===== config.mk =====
export PLATFORM = sky130hd
export DESIGN_NAME = flash_cache_loader
export DESIGN_NICKNAME = d
export VERILOG_FILES = /design/src/rtl/flash_cache_loader.sv
export SDC_FILE = /design/constraint.sdc
export NUM_CORES = 1
export LEC_CHECK = 0
export BUFFER_PORTS_ARGS = -buffer_cell sky130_fd_sc_hd__buf_2
export CAP_MARGIN = 25
export CELL_PAD_IN_SITES_DETAIL_PLACEMENT = 0
export CELL_PAD_IN_SITES_GLOBAL_PLACEMENT = 1
export CORE_ASPECT_RATIO = 2
export CORE_MARGIN = 5
export CORE_UTILIZATION = 44
export CTS_BUF_LIST = sky130_fd_sc_hd__clkbuf_8
export DETAILED_ROUTE_END_ITERATION = 12
export PLACE_DENSITY_LB_ADDON = 0.1
export SLEW_MARGIN = 20
export SYNTH_ARGS = -nofsm -noshare
export SYNTH_HDL_FRONTEND = slang
export SYNTH_SLANG_ARGS = --single-unit

===== constraint.sdc =====
create_clock -name clk -period 3.1 [get_ports clk]
set_input_delay 0.155 -clock clk [delete_from_list [all_inputs] [get_ports clk]]
set_output_delay 0.155 -clock clk [all_outputs]
set_load 0.05 [all_outputs]

===== src/rtl/flash_cache_loader.sv =====
// flash_cache_loader: boot copy of SPI flash (cmd 03) into cache words; ports: clk/rst_n, start/busy/done control, mode-0 SPI pins, 32-bit cache write port with cache_busy handshake
module flash_cache_loader #(
  parameter logic [23:0] FLASH_START_ADDRESS = 24'h000000,
  parameter logic [31:0] CACHE_START_ADDRESS = 32'h00000000,
  parameter logic [31:0] TRANSFER_BYTES      = 32'h00010000,
  parameter int unsigned STARTUP_WAIT        = 10,
  parameter int unsigned SCK_HALF_CYCLES     = 1
) (
  input  logic        clk,
  input  logic        rst_n,
  input  logic        start,
  output logic        busy,
  output logic        done,
  output logic        flash_clk,
  output logic        flash_mosi,
  input  logic        flash_miso,
  output logic        flash_cs,
  output logic [31:0] cache_address,
  output logic [31:0] cache_data_in,
  output logic [3:0]  cache_write_enable,
  input  logic        cache_busy
);
  if (TRANSFER_BYTES == 32'd0 || TRANSFER_BYTES[1:0] != 2'd0) begin : g_bad_len
    $error("TRANSFER_BYTES must be a nonzero multiple of 4");
  end
  if (SCK_HALF_CYCLES < 1) begin : g_bad_sck
    $error("SCK_HALF_CYCLES must be at least 1");
  end
  typedef enum logic [2:0] {IDLE, POWER_WAIT, SEND_CMD, SEND_ADDR, READ, WRITE_REQ, WRITE_WAIT, DONE} state_t;
  localparam logic [31:0] TX_INIT = {8'h03, FLASH_START_ADDRESS};
  state_t      state_q, state_d;
  logic [31:0] cnt_q, cnt_d, tx_q, tx_d, rx_q, rx_d, addr_q, addr_d, data_q, data_d, bytes_q, bytes_d;
  logic [4:0]  bit_q, bit_d;
  logic        sck_q, sck_d, mosi_q, mosi_d, cs_q, cs_d, we_q, we_d, busy_q, busy_d, done_q, done_d;
  logic        half_end, last_bit;
  assign half_end = cnt_q + 32'd1 >= SCK_HALF_CYCLES;
  assign last_bit = bit_q == (state_q == SEND_CMD ? 5'd7 : state_q == SEND_ADDR ? 5'd23 : 5'd31);
  always_comb begin
    state_d = state_q;
    cnt_d   = cnt_q;
    tx_d    = tx_q;
    rx_d    = rx_q;
    addr_d  = addr_q;
    data_d  = data_q;
    bytes_d = bytes_q;
    bit_d   = bit_q;
    sck_d   = sck_q;
    mosi_d  = mosi_q;
    cs_d    = cs_q;
    we_d    = we_q;
    busy_d  = busy_q;
    done_d  = done_q;
    case (state_q)
      IDLE: if (start) begin
        state_d = POWER_WAIT;
        busy_d  = 1'b1;
        done_d  = 1'b0;
        cnt_d   = '0;
        addr_d  = CACHE_START_ADDRESS;
        bytes_d = '0;
      end
      POWER_WAIT: if (cnt_q + 32'd1 >= STARTUP_WAIT) begin
        state_d = SEND_CMD;
        cs_d    = 1'b0;
        cnt_d   = '0;
        bit_d   = '0;
        tx_d    = TX_INIT;
        mosi_d  = TX_INIT[31];
      end else cnt_d = cnt_q + 32'd1;
      SEND_CMD, SEND_ADDR, READ: if (!half_end) cnt_d = cnt_q + 32'd1;
      else begin
        cnt_d = '0;
        sck_d = !sck_q;
        if (!sck_q) rx_d = {rx_q[30:0], flash_miso};
        else begin
          // command/address bits shift out of tx_q; zeros fill in, so MOSI idles low once they are gone
          bit_d  = last_bit ? 5'd0 : bit_q + 5'd1;
          tx_d   = tx_q << 1;
          mosi_d = tx_q[30];
          if (last_bit) begin
            state_d = state_q == SEND_CMD ? SEND_ADDR : state_q == SEND_ADDR ? READ : WRITE_REQ;
            we_d    = state_q == READ;
            data_d  = state_q == READ ? {rx_q[7:0], rx_q[15:8], rx_q[23:16], rx_q[31:24]} : data_q;
          end
        end
      end
      WRITE_REQ: state_d = WRITE_WAIT;
      WRITE_WAIT: if (!cache_busy) begin
        we_d    = 1'b0;
        addr_d  = addr_q + 32'd4;
        bytes_d = bytes_q + 32'd4;
        cnt_d   = '0;
        state_d = bytes_q + 32'd4 == TRANSFER_BYTES ? DONE : READ;
        cs_d    = bytes_q + 32'd4 == TRANSFER_BYTES;
        busy_d  = bytes_q + 32'd4 != TRANSFER_BYTES;
        done_d  = bytes_q + 32'd4 == TRANSFER_BYTES;
      end
      DONE: state_d = IDLE;
      default: state_d = IDLE;
    endcase
  end
  always_ff @(posedge clk or negedge rst_n)
    if (!rst_n) begin
      state_q <= IDLE;
      cnt_q   <= '0;
      tx_q    <= '0;
      rx_q    <= '0;
      addr_q  <= '0;
      data_q  <= '0;
      bytes_q <= '0;
      bit_q   <= '0;
      sck_q   <= 1'b0;
      mosi_q  <= 1'b0;
      cs_q    <= 1'b1;
      we_q    <= 1'b0;
      busy_q  <= 1'b0;
      done_q  <= 1'b0;
    end else begin
      state_q <= state_d;
      cnt_q   <= cnt_d;
      tx_q    <= tx_d;
      rx_q    <= rx_d;
      addr_q  <= addr_d;
      data_q  <= data_d;
      bytes_q <= bytes_d;
      bit_q   <= bit_d;
      sck_q   <= sck_d;
      mosi_q  <= mosi_d;
      cs_q    <= cs_d;
      we_q    <= we_d;
      busy_q  <= busy_d;
      done_q  <= done_d;
    end
  assign busy               = busy_q;
  assign done               = done_q;
  assign flash_clk          = sck_q;
  assign flash_mosi         = mosi_q;
  assign flash_cs           = cs_q;
  assign cache_address      = addr_q;
  assign cache_data_in      = data_q;
  assign cache_write_enable = we_q ? 4'hF : 4'h0;
endmodule


# Word level (Yosys, flattened, before mapping)
# Index checks and enable logic that the tools add are counted.
# op_classes
n_addsub	4
reduce_logical	17
order_cmp	2
eq_ne	16
bitwise	1
muxes	47
# op_table
operator	n
$mux W32	6
$pmux W32 S2	2
$pmux W32 S4	1
$mux W31	3
$add A32 B3 Y32 const B	2
$pmux W31 S2	1
$add A32 B1 Y32 const B	1
$eq A32 B17 Y1 const B	1
$ge A32 B1 Y1 const B	1
$ge A32 B4 Y1 const B	1
$ne A32 B17 Y1 const B	1
$mux W5	5
$mux W3	7
$pmux W3 S6	1
$eq A3 B3 Y1 const B	4
$mux W1	12
$ne A2 B2 Y1 const B	6
$reduce_and A3 Y1	4
$pmux W1 S2	5
$pmux W5 S2	1
$reduce_and A5 Y1	2
$mux W4	2
$reduce_bool A2 Y1	4
$eq A3 B2 Y1 const B	2
12 further kinds	12
# totals
input_bits	5
register_bits	205
elab_cells	101

# Logic depth before layout (Yosys ltp)
# logic_depth
word_depth	8
mapped_depth	12
depth_no_buf	9

# Worst setup path after synthesis
# OpenSTA, ideal clock, no wires.
# synth_timing
kind	reg-to-reg
from	reg cnt_q[0]
to	reg rx_q[10]
path_slack_ns	0.055
t_required_ns	2.975
synth_period_minus_slack_ns	3.045
setup_time_ns	0.125
t_arrival_ns	2.920
n_path_buf	2
stages_incl_launch_ff	11
cell_sequence	dfrtp_1 -> nand2_2 -> or4_4 -> buf_6 -> nor4_4 -> nand4_1 -> a2111o_1 -> nor4_4 -> nor3_4 -> buf_6 -> mux2_4
# synth_via
elab_chain_cells	3
# synth_lines
element	line_no	source
start: declaration	32	logic [31:0] cnt_q, cnt_d, tx_q, tx_d, rx_q, rx_d, addr_q, addr_d, data_q, data_d, bytes_q, bytes_d;
start signal: assignment	120	cnt_q <= cnt_d;
$add A32 B1 Y32	36	assign half_end = cnt_q + 32'd1 >= SCK_HALF_CYCLES;
$ge A32 B1 Y1	36	
$reduce_and A3 Y1 (no source line)	-	
end signal: assignment	122	rx_q <= rx_d;
end: declaration	32	
# No other way between the ends.
# A chain may end at the register's enable or synchronous reset.

# Worst setup path in the final report
# layout_timing
from	reg cnt_q[10]
to	reg rx_q[28]
# The elaborated chain is that of the path after synthesis.

==> impl_metrics.csv <==
group,metric,value,unit
status,violations,"setup timing",
timing,finalSetupViolCount,20,
clocking,cts.sinks,177,
synthesis,synth-simple-area-share,0.208,
setup_path,crit_type,"reg -> reg",
global_routing,antenna_found_initial,1,
synthesis,yosys-top-cells-area,"dfrtp_1 (48%), mux2_4 (9.4%), nand2_1 (3.5%)",
timing,finalHoldViolCount,0,
drt,drc,0,
timing,tightest_slew,0.802,ns
die,num_rows,75,
timing,holdWs,0.216,ns
die,core,20800,µm²
setup_path,worstPathRequired,3.48,ns
die,die_y,215,µm
place,place_inst,1257,
synthesis,synth_top_area_cell,"dfrtp_1",
clocking,cts_tree,"yes",
global_routing,grt_pass1_wl,38300,µm
drt,viasPerCell,5.57,
pwr,pwr-share-comb,0.303,
global_routing,grt_pass1_vias,7412,
final_layout,final_core_utilization,0.522,
synthesis,synthMuxAreaShare,0.108,
clocking,clk_path_buf_depth,2,
timing,max_slew_margin,0.465,
synthesis,yosysWarnings,0,
worst_hold_path,hold_path_class,"in -> reg",
final_layout,multi_input_area,4530,µm²
place,hpwl,16900,µm
setup_path,worstReg2RegEnd,"rx_q[28]$_DFFE_PN0P_",
timing,slew_viol_final,0,
timing,skew,0.0129,ns
pwr,power_density,627,nW/µm²
setup_path,start_kind,"flip-flop",
synthesis,async_flop_share,1.00,
synthesis,synth_cells,896,
die,io_pins,78,
worst_hold_path,hold_depth,6,
synthesis,synth_top_area_frac,0.477,
global_routing,grt_remaining_overflow,0,
clocking,cts-root-buf,"clkbuf_8",
worst_hold_path,hold_start,"cache_busy",
synthesis,synth_top_family_by_area,"simple AND/OR/NAND/NOR gates",
setup_path,crit_fanout,14,
final_layout,antenna_cells,0,
global_routing,grt_max_degree,80,
synthesis,synth_compound_area_frac,0.106,
timing,fmaxAchievable,0.321,GHz
die,die_x,112,µm
setup_path,rr_worst_depth,11,
synthesis,ys_ff_latch,177,
place,numPortBuffers,75,
pwr,power.switching,2.44,mW
clocking,htree_levels,4,
drt,vias,7239,
drt,firstDrtPassIters,4,
pwr,ir_drop,0.421,mV
setup_path,cp_common_cell,"buf_4",
setup_path,crit_family,"compound AO/OA/AOI/OAI gates",
final_layout,post_route_cells_drive_above_1_share,0.273,
die,start_util,0.444,
setup_path,worstPathArrival,3.50,ns
synthesis,synth_xor_area_frac,0.0474,
final_layout,n_fill_cell,1966,
pwr,p_sw_frac,0.357,
synthesis,synthTopCellsByCount,"dfrtp_1 (176), nand2_1 (87), nor2_1 (65), mux2_4 (58), o21ai_0 (55)",
timing,finalCriticalPeriod,3.11,ns
place,gp_congestion,0.920,
run,maxCapViolCount,0,
pwr,p_int,4.39,mW
setup_path,max_stage_delay,0.43,ns
synthesis,avgSynthCellArea,10.3,µm²
status,status,"complete, but fails checks",
drt,drt_iter0_markers,317,
synthesis,netlist_area,9240,µm²
timing,rsz0062_at_grt,"yes",
clocking,worstSkewPairLatency,0.50,ns
final_layout,fin_nets,1031,
clocking,clk_pin_slew_worst_paths,0.09,ns
setup_path,slowest_stage,"a2111o_1",
drt,wl_per_cell,18.2,µm
pwr,clkPwrFrac,0.233,
setup_path,endpoint_kind,"flip-flop",
timing,setup_ws,-0.0132,ns
pwr,p_total,6.83,mW
global_routing,track_usage,0.197,
die,dieArea,24200,µm²
setup_path,reg2reg_from,"cnt_q[10]$_DFFE_PN0P_",
timing,fin_crit_sh,1.00,
synthesis,synth-edff-count,0,
setup_path,crit_chain,"and3_2 > buf_4 > a211o_1 > a211oi_1 > o32ai_1 > a2111o_1 > nor4_4 > buf_4 > nor3_4 > buf_12 > mux2_4",
drt,drt_wl_total,23600,µm
synthesis,ys_types,64,
synthesis,synth_most_common_cell,"dfrtp_1",
synthesis,synth-seq-area-share,0.479,
final_layout,final-seq-area,4430,µm²
clocking,cts_inserted_buffers,17,
synthesis,synth_fa_ha_area_frac,0.0108,
drt,ant_nets,0,
final_layout,area_growth,17.8,%
pwr,total_leakage_power,5.00,nW
timing,fin_tns_setup,-0.130,ns
final_layout,final_cells,1300,
worst_hold_path,holdPathEnd,"state_q[0]$_DFFE_PN0P_",
setup_path,crit_buf_inv,3,
synthesis,ys.flop_type,"dfrtp_1",
pwr,p_seq_frac,0.464,
setup_path,r2r_slack,-0.01,ns
## layer usage
layer | share of wire | up-vias | track usage
met5 | 0.00047 | - | 0
met4 | 0.031 | 2 | 0.0750
met3 | 0.023 | 44 | 0.0402
met2 | 0.57 | 118 | 0.373
met1 | 0.38 | 3623 | 0.211
li1 | - | 3452 | -
## through the flow
step | area (µm²) | setup slack [ns]
floorplan | 9240 | 0.0550
global placement | 10300 | -0.108
detailed placement | 10300 | -0.163
CTS | 10800 | 0.00233
global route | 10900 | -0.0780
finish | 10900 | -0.0132
## sequential cells by signal, summed over array words and instances, names as in the netlist
signal,count
bit_q,5
tx_q,7
busy,1
we_q,1
flash_cs,1
bytes_q,30
cnt_q,32
flash_clk,1
cache_address,30
rx_q,32
cache_data_in,32
done,1
state_q,3
flash_mosi,1
## cell families (layout without fill, tap and decap cells)
group | Yosys count | in the layout
buffers and inverters | 76 | 209
adders and majority gates | 8 | 8
and+or+nand+nor | 364 | 365
xor gates and xnor gates | 50 | 50
AOI/OAI and AO/OA | 150 | 150
DFF | 177 | 177
muxes | 70 | 70
other | 1 | 2
## layout by cell type (no fill, tap or decap), types with 5 or more instances in the layout
cell type | synthesis | layout
o31ai_1 | 22 | 22
a31oi_1 | 10 | 10
ha_1 | 8 | 8
and3_1 | 22 | 20
buf_4 | 6 | 75
inv_6 | 0 | 5
nor2_1 | 65 | 64
inv_1 | 15 | 20
nand4_1 | 26 | 26
nor3_1 | 21 | 19
nor2b_1 | 31 | 31
nand3_1 | 44 | 43
buf_2 | 6 | 74
mux2_4 | 58 | 58
mux2_2 | 9 | 9
a22o_1 | 6 | 6
nand2_1 | 87 | 86
nor4_1 | 25 | 22
o21ai_0 | 55 | 55
xnor2_1 | 19 | 19
dfrtp_1 | 176 | 176
xor2_1 | 31 | 31
buf_12 | 0 | 7
clkbuf_8 | 0 | 17
a21oi_1 | 17 | 17
nand2b_1 | 6 | 6
or3_1 | 9 | 9
## how the worst max path moves through the flow
| stage | start | to | slack, ns | cells after the start |
|---|---|---|---|---|
| global placement | cnt_q[1]$_DFFE_PN0P_ | cache_data_in[23]$_DFFE_PN0P_ | -0.11 | 9 |
| CTS | cnt_q[6]$_DFFE_PN0P_ | rx_q[28]$_DFFE_PN0P_ | 0.002 | 10 |
| finish | cnt_q[10]$_DFFE_PN0P_ | rx_q[28]$_DFFE_PN0P_ | -0.01 | 11 |
| detailed placement | cnt_q[1]$_DFFE_PN0P_ | cache_data_in[24]$_DFFE_PN0P_ | -0.16 | 9 |
| global route | cnt_q[2]$_DFFE_PN0P_ | rx_q[28]$_DFFE_PN0P_ | -0.08 | 10 |
| floorplan | cnt_q[0]$_DFFE_PN0P_ | rx_q[10]$_DFFE_PN0P_ | 0.06 | 10 |
## what timing repair did
action / 4_1_cts / 5_1_grt
hold buffers: 2 / 0
hold endpoints to repair: 77 / 0
gates resized for setup: 6 / 11
gates cloned: 1 / 1
buffers inserted: 3 / 5
endpoints found under the setup margin: 71 / 80
pin swaps: 2 / 2
## layout make-up
type / count / share of cell area
clock buffers: 17 / 0.0215
clock inverters: 15 / 0.0132
inverters: 15 / 0.00517
multi-input cells: 645 / 0.416
flip-flops and latches: 177 / 0.407
well taps: 269 / 0.0309
repair buffers: 162 / 0.106
## worst min-delay path: cells and delay by family
family	cells	cell delay, ns
buffers and inverters	1	0.12
AND/OR/NAND/NOR	2	0.14
AO/OA/AOI/OAI	3	0.24
## power groups by stage
stage,Sequential (mW),Clock (mW),Combinational (mW)
after floorplan,3.27,0,1.42
after global routing,3.23,1.74,2.24
after global placement,3.19,0,2.01
after detailed placement,3.21,0,2.07
after CTS,3.17,1.66,2.08
final,3.17,1.59,2.07
No activity file was read; power rests on OpenSTA's default activity.
